### src/rtl/clk_div_pkg.sv
// Shared types and helpers for the programmable clock divider.
package clk_div_pkg;

  localparam int DEF_W = 8;

  typedef enum logic [0:0] {
    IDLE = 1'b0,
    RUN  = 1'b1
  } state_t;

  // Number of high cycles in a period of n; odd divisors get the extra cycle high.
  function automatic int unsigned high_cycles(input int unsigned n);
    return (n + 1) >> 1;
  endfunction

endpackage

### src/rtl/clk_div_counter.sv
// Period counter: walks 0..div-1 and produces the registered clk_out/tick pair.
module clk_div_counter
  import clk_div_pkg::*;
#(
  parameter int W = DEF_W
) (
  input  logic         clk_in,
  input  logic         rst,
  input  logic         active,
  input  logic         run_next,
  input  logic [W-1:0] div,
  output logic         clk_out,
  output logic         tick,
  output logic         boundary
);

  typedef logic [W-1:0] cnt_t;

  cnt_t cnt;
  cnt_t cnt_next;
  cnt_t high;

  assign high     = cnt_t'(high_cycles(32'(div)));
  assign boundary = active && (cnt == div - cnt_t'(1));

  // Entering RUN from IDLE and wrapping at the boundary both restart at 0.
  always_comb begin
    cnt_next = '0;
    if (run_next && active && !boundary) begin
      cnt_next = cnt + cnt_t'(1);
    end
  end

  always_ff @(posedge clk_in) begin
    if (rst) begin
      cnt     <= '0;
      clk_out <= 1'b0;
      tick    <= 1'b0;
    end else begin
      cnt     <= cnt_next;
      clk_out <= run_next && (cnt_next < high);
      tick    <= run_next && (cnt_next == '0);
    end
  end

endmodule

### src/rtl/clk_div_prog.sv
// Programmable integer clock divider: run/idle FSM, divisor staging and error pulse.
//   state | meaning
//   IDLE  | stopped, clk_out low, divisor loads apply directly
//   RUN   | dividing; en low or new divisor only honoured at period boundary
module clk_div_prog
  import clk_div_pkg::*;
#(
  parameter int W           = DEF_W,
  parameter int DEFAULT_DIV = 4
) (
  input  logic         clk_in,
  input  logic         rst,
  input  logic         en,
  input  logic         div_load,
  input  logic [W-1:0] div_val,
  output logic         clk_out,
  output logic         tick,
  output logic         running,
  output logic         div_pending,
  output logic         div_err,
  output logic [W-1:0] div_cur
);

  typedef logic [W-1:0] dval_t;

  localparam dval_t RESET_DIV = dval_t'(DEFAULT_DIV);

  if (DEFAULT_DIV < 1 || DEFAULT_DIV > (2 ** W) - 1) begin : g_bad_default
    $error("clk_div_prog: DEFAULT_DIV out of range 1..2^W-1");
  end

  state_t state;
  state_t state_next;
  dval_t  pend_val;
  logic   boundary;
  logic   run_next;
  logic   load_ok;

  assign load_ok  = div_load && (div_val != '0);
  assign running  = (state == RUN);
  assign run_next = (state_next == RUN);

  always_comb begin
    state_next = state;
    case (state)
      IDLE:    if (en) state_next = RUN;
      RUN:     if (boundary && !en) state_next = IDLE;
      default: state_next = IDLE;
    endcase
  end

  // A load landing on a boundary (or in IDLE) goes straight to div_cur and wins over any staged value.
  always_ff @(posedge clk_in) begin
    if (rst) begin
      state       <= IDLE;
      div_cur     <= RESET_DIV;
      pend_val    <= '0;
      div_pending <= 1'b0;
      div_err     <= 1'b0;
    end else begin
      state   <= state_next;
      div_err <= div_load && (div_val == '0);
      if (state == IDLE || boundary) begin
        if (load_ok) begin
          div_cur     <= div_val;
          div_pending <= 1'b0;
        end else if (div_pending) begin
          div_cur     <= pend_val;
          div_pending <= 1'b0;
        end
      end else if (load_ok) begin
        pend_val    <= div_val;
        div_pending <= 1'b1;
      end
    end
  end

  clk_div_counter #(
    .W(W)
  ) u_counter (
    .clk_in   (clk_in),
    .rst      (rst),
    .active   (running),
    .run_next (run_next),
    .div      (div_cur),
    .clk_out  (clk_out),
    .tick     (tick),
    .boundary (boundary)
  );

endmodule

### config.mk
export PLATFORM = sky130hd
export DESIGN_NAME = clk_div_prog
export DESIGN_NICKNAME = d
export VERILOG_FILES = /design/src/rtl/clk_div_pkg.sv /design/src/rtl/clk_div_counter.sv /design/src/rtl/clk_div_prog.sv
export SDC_FILE = /design/constraint.sdc
export NUM_CORES = 1
export LEC_CHECK = 0
export CAP_MARGIN = 20
export CORE_ASPECT_RATIO = 0.8
export CORE_MARGIN = 3
export CORE_UTILIZATION = 53
export CTS_BUF_LIST = sky130_fd_sc_hd__clkbuf_2 sky130_fd_sc_hd__clkbuf_4 sky130_fd_sc_hd__clkbuf_8
export DETAILED_ROUTE_END_ITERATION = 12
export PLACE_DENSITY = 0.74
export SYNTH_ARGS = -nofsm -noshare
export SYNTH_HDL_FRONTEND = slang
export SYNTH_SLANG_ARGS = --single-unit
### constraint.sdc
create_clock -name clk_in -period 4.5 [get_ports clk_in]
set_clock_uncertainty 0.05 [all_clocks]
set_input_delay 1.35 -clock clk_in [delete_from_list [all_inputs] [get_ports clk_in]]
set_output_delay 1.35 -clock clk_in [all_outputs]
set_load 0.02 [all_outputs]
; After elaboration in Yosys (flattened, before gate mapping)
; Index checks and enable logic that the tools add are counted.
[op_classes]
n_mux = 6
n_addsub = 3
n_reduce_logical = 18
magnitude_cmp = 1
eq_ne = 1
bitwise_logic = 2
[op_table]
columns = operator, n
row1 = 8-bit two-way mux, 3
row2 = 8-bit zero test, 2
row3 = 8-bit by 1-bit adder with 9-bit output (second input constant), 1
row4 = 8-bit by 1-bit adder with 8-bit output (second input constant), 1
row5 = 8-bit == test, 1
row6 = 1-bit logical AND, 8
row7 = 8-bit less-than comparator, 1
row8 = 8-bit nonzero test, 1
row9 = 8-bit by 1-bit subtractor with 8-bit output (second input constant), 1
row10 = 2-bit AND reduction, 2
row11 = 1-bit zero test, 2
row12 = 1-bit two-way mux, 2
row13 = 1-bit inverter, 2
row14 = 1-bit case mux with 2 select lines, 1
row15 = 2-bit nonzero test, 1
row16 = 2-bit OR reduction, 1
row17 = 1-bit logical OR, 1
[totals]
out_inout_bits = 13
reg_bits = 29
input_bits = 12
word_cells = 39

; Depth between registers and ports, before layout
[logic_depth]
word_depth = 11
ltp_mapped = 17
ltp_nobuf = 15

; Modules after synthesis
; A second synthesis with hierarchy kept.
[unflattened]
hier_cells = 236
area_unflattened_um2 = 2029.4
[by_module_without_submodules]
columns = module, area_each_um2, n_inst, cells_per_inst, seq_area_each_um2
row1 = clk_div_counter, 1077.3, 1, 130, 200.2
row2 = clk_div_prog, 952.2, 1, 106, 380.4

; Least setup slack after synthesis
; Ideal clock, no wire load.
[synth_path]
path_kind = reg-to-reg
from = reg div_cur[2]
to = reg u_counter.clk_out
t_arrival_ps = 3648
stages_incl_launch_ff = 17
slack_ps = 732
cell_sequence = dfxtp_1 buf_2 or3_4 o31a_1 or4_4 a2111oi_4 nand2b_1 buf_4 buf_4 nor2_1 ha_1 a21o_1 a21o_1 a21oi_1 a2bb2oi_1 o211ai_1 a21oi_1
[synth_between]
elab_chain_cells = 11
[synth_rtl]
columns = item, line_no
row1 = start: declaration, clk_div_prog.sv:21  ; output logic [W-1:0] div_cur
row2 = start signal: assignment, clk_div_prog.sv:65  ; div_cur <= div_val;
row3 = start signal: assignment, clk_div_prog.sv:68  ; div_cur <= pend_val;
row4 = 8-bit by 1-bit subtractor with 8-bit output *, clk_div_counter.sv:24  ; assign boundary = active && (cnt == div - cnt_t'(1));
row5 = 8-bit == test *, clk_div_counter.sv:24
row6 = 1-bit logical AND *, clk_div_counter.sv:24
row7 = 1-bit logical AND, clk_div_prog.sv:47  ; RUN: if (boundary && !en) state_next = IDLE;
row8 = 1-bit two-way mux, clk_div_prog.sv:47
row9 = 1-bit case mux with 2 select lines, clk_div_prog.sv:45  ; case (state)
row10 = 1-bit logical AND, clk_div_counter.sv:29  ; if (run_next && active && !boundary) begin
row11 = 1-bit logical AND *, clk_div_counter.sv:29
row12 = 8-bit two-way mux *, clk_div_counter.sv:29
row13 = named net u_counter.cnt_next[3], clk_div_counter.sv:20  ; cnt_t cnt_next;
row14 = 8-bit less-than comparator *, clk_div_counter.sv:41  ; clk_out <= run_next && (cnt_next < high);
row15 = 1-bit logical AND *, clk_div_counter.sv:41
row16 = end signal: assignment, clk_div_counter.sv:41
row17 = end: declaration, clk_div_counter.sv:12  ; output logic clk_out,
; The timed path passes the listed nets; every way through them passes the cells marked *.
; A chain may end at the register's enable or synchronous reset.

; Worst setup path in the final report
[layout_path]
from = reg div_cur[0]
to = reg u_counter.clk_out
; Same word-level chain as after synthesis.

==> out/qor_table.md <==
| Step | Quantity | Value |
|---|---|---|
| setup path | Largest stage delay on the critical path | 0.44 ns |
| setup path | Worst-path cell with the longest stage delay | or4_4 |
| synthesis | Share of async-settable or async-resettable flops after synthesis | 0% |
| cts | Clock Sink Count | 29 |
| timing | Pin slew with the least headroom to its limit | 0.440 ns |
| grt | Number of antenna violations at the first check in global routing | 0 |
| pwr | Switching power | 184 µW |
| timing | Slew headroom | 70.7% |
| grt | Pin count of the biggest net entering global routing | 37 |
| placed design | Dpl cells | 271 |
| synthesis | Biggest area consumer among synthesized cells | dfxtp_1 |
| synthesis | Count of cell types in the netlist | 44 |
| setup path | Data arrival, critical path | 3.93 ns |
| cts | Clock slew at the register clock pins of the worst setup and hold paths | 0.06 ns |
| synthesis | Post-synthesis cell area | 1850 µm² |
| detailed routing | Sum of met3 wire segment lengths after detailed routing | 324 µm |
| cts | Buffer cell driving the clock tree root | clkbuf_8 |
| setup path | CP endpoint kind | flip-flop |
| synthesis | Dominant cell by count in the synthesized netlist | dfxtp_1 |
| pwr | Peak VDD IR | 0.216 mV |
| final layout | Filler cell count | 267 |
| setup path | Element type at the critical path start | flip-flop |
| detailed routing | Total DRC errors in the routed layout | 0 |
| detailed routing | Metal1 wirelength | 2200 µm |
| floorplanning | Area of the placeable core | 3220 µm² |
| timing | Unrepaired setup endpoints after global routing | false |
| floorplanning | Die boundary height | 58.9 µm |
| cts | Hold buffers post-CTS | 0 |
| placed design | IO Port Bufs | 24 |
| synthesis | Number of instances in the synthesized netlist | 218 |
| synthesis | Fraction of post-synthesis cell area in the top cell type by area | 31.4% |
| grt | First-pass GRT wire length | 7420 µm |
| detailed routing | Aggregate routed wire length | 4520 µm |
| cts | H-tree levels | 2 |
| detailed routing | 1st-iter DRT viols | 179 |
| run | Max-cap violations | 0 |
| pwr | PnR Total Power | 648 µW |
| timing | Final worst setup slack | 0.727 ns |
| detailed routing | Final ANT Viol Nets | 0 |
| detailed routing | Via-to-Cell Ratio | 6.08 |
| timing | Fmax achieved | 265 MHz |
| cts | TritonCTS buffer count | 5 |
| cts | Post-cts gate resize count | 0 |
| pwr | Register share of total power | 44.3% |
| synthesis | Mapped Avg Cell Area | 8.49 µm² |
| synthesis | Top cell types by occurrence after synthesis | dfxtp_1, a21oi_1, nor2_1 |
| floorplanning | FP Rows | 18 |
| synthesis | Sequential cell area fraction in the yosys report | 31.4% |
| floorplanning | Initial standard-cell utilization of the core | 57.5% |
| run status | Status | completed |
| synthesis | Yosys Warn Count | 0 |
| placed design | Pre-CTS setup slack | 0.779 ns |
| detailed routing | Detailed-route via count | 1,691 |
| detailed routing | Uppermost layer routed | met4 |
| pwr | Share of total power consumed by net switching | 28.4% |
| timing | Time the worst path needs with I/O delays and setup | 3.77 ns |
| floorplanning | IO Pins | 25 |
| cts | Post-CTS setup buffer count | 0 |
| final layout | Proportion of layout cells with a drive suffix above 1 | 11.3% |
| pwr | Power density over the cells | 296 nW/µm² |
| timing | Final setup violating endpoints | 0 |
| worst hold path | Type of the most critical hold path | reg -> reg |
| timing | Setup_tns | 0 ns |
| placed design | DP Wirelength | 3310 µm |
| final layout | Area added between synthesis and finish | 18.3% |
| final layout | Final design utilization | 68.0% |
| setup path | Critical path peak fanout | 15 |
| pwr | Static leakage | 0.000866 µW |
| final layout | Count of nets after finishing | 260 |
| pwr | Proportion of power drawn by combinational gates | 21.8% |
| synthesis | Cell types with the largest area share after synthesis | dfxtp_1, ha_1, xor2_1 |
| pwr | P_int | 464 µW |
| grt | GRT Overall Usage | 22.8% |
| floorplanning | DIE AREA | 4240 µm² |
| cts | Later-pin clock latency in the skew report | 0.28 ns |
| timing | Share of the cycle needed by the critical path after routing | 83.8% |
| detailed routing | Iteration count of the initial detailed-routing pass | 4 |
| floorplanning | Chip width | 72.1 µm |
| synthesis | Count of state elements after synthesis | 29 |
| final layout | Post-Layout Cell Count | 278 |
| timing | Number of slew-limit violations in the final report | 0 |
| cts | Longest Clk Path Bufs | 2 |
| synthesis | Number of flops mapped to enable cells by yosys | 0 |
| setup path | Cells along the critical path | inv_1 > ha_1 > nor4b_1 > xnor2_1 > or4_4 > a2111oi_4 > nand2b_1 > buf_4 > nor2_1 > ha_1 > a21o_1 > a21o_1 > a21oi_1 > a2bb2oi_1 > o211ai_1 > a21oi_1 |
| setup path | Path type of the worst setup path | reg -> reg |
| synthesis | Flip-flop cell with the highest count after synthesis | dfxtp_1 |
| timing | Hold Fails Final Rpt | 0 |
| pwr | Clk pwr share | 34.0% |
| cts | CTS tree | done |
| synthesis | Syn Nets | 240 |
| detailed routing | Met2 WL post-DR | 1950 µm |
| final layout | Antenna Cells | 0 |
| setup path | Required time at the endpoint of the critical path | 4.66 ns |
| detailed routing | Average detailed-routed wire length per instance | 16.2 µm |
| grt | Number of global-route vias before repair | 1,514 |
| placed design | Final RePlAce weighted congestion | 0.832 |
| grt | GR Overflow Total | 0 |
## power groups by stage
stage / combinational (µW) / clock, µW / sequential, µW
finish: 141 / 220 / 287
global route: 153 / 236 / 289
CTS: 141 / 225 / 286
detailed placement: 139 / 0 / 292
global placement: 136 / 0 / 291
floorplan: 90.4 / 0 / 294
## logic make-up (layout without fill, tap and decap cells)
group / Yosys count / after routing / synth area share, %
AO/OA/AOI/OAI: 44 / 44 / 16.4
XOR/XNOR: 23 / 23 / 10.9
adder cells (fa/ha/maj): 10 / 10 / 6.76
buffers and inverters: 20 / 40 / 4.66
flip-flops: 29 / 29 / 31.4
multiplexers: 8 / 8 / 4.66
AND/OR/NAND/NOR: 84 / 84 / 25.3
## sequential cells by signal (all words and copies together) (netlist names)
register,cells
div_cur,8
div_err,1
div_pending,1
pend_val,8
running,1
u_counter.clk_out,1
u_counter.cnt,8
u_counter.tick,1
## metal layers
layer  vias to the layer above  GRT usage, %
met5                         -             0
met4                         0          7.24
met3                         4          4.78
met2                        63          33.1
met1                       805          33.5
li1                        819             -
## area by class of cell
type | instances | area (µm²) | area share [%]
Clock buffer | 7 | 90.1 | 4.11
Inverter | 6 | 22.5 | 1.03
Multi-Input combinational cell | 169 | 1180 | 54.1
Sequential cell | 29 | 581 | 26.5
Tap cell | 40 | 50.0 | 2.28
Timing Repair Buffer | 27 | 263 | 12.0
## worst max-delay path: cells and delay by family, from the launching register on
kind	cells	cell delay [ns]
AOI/OAI and AO/OA	7	1.21
and+or+nand+nor	4	1.12
adders and majority gates	2	0.46
DFF	1	0.40
buffers and inverters	2	0.35
xor gates and xnor gates	1	0.12
## stage by stage
| stage | hold slack, ns | instance area, µm² |
|---|---|---|
| floorplan | 0.403 | 1850 |
| global placement | 0.410 | 2100 |
| detailed placement | 0.420 | 2100 |
| CTS | 0.428 | 2190 |
| global route | 0.462 | 2190 |
| finish | 0.425 | 2190 |
## worst paths after layout
kind	slack, ns	from	end	cells past startpoint
max reg2reg	0.73	div_cur[0]	u_counter.clk_out	16
max	0.73	div_cur[0]	u_counter.clk_out	16
min reg2reg	0.42	pend_val[6]	pend_val[6]	2
min	0.42	pend_val[6]	pend_val[6]	2
## layout by cell type, fill, tap and decap left out, types with 3 or more instances in the layout
master / synthesis / final
nor4_1: 3 / 3
ha_1: 10 / 10
nor3_1: 12 / 12
clkdlybuf4s50_1: 0 / 24
dfxtp_1: 29 / 29
buf_4: 2 / 3
clkbuf_8: 0 / 6
xor2_1: 12 / 12
a211oi_1: 3 / 3
and3_1: 5 / 5
nor2b_1: 5 / 5
nor2_1: 15 / 15
or3b_2: 8 / 8
o21ai_0: 9 / 9
nand3_1: 11 / 11
a21oi_1: 15 / 15
nand2_1: 12 / 12
xnor2_1: 11 / 11
inv_1: 6 / 6
mux2_2: 4 / 4
mux2i_1: 3 / 3
Power figures use the tool's default switching activity.
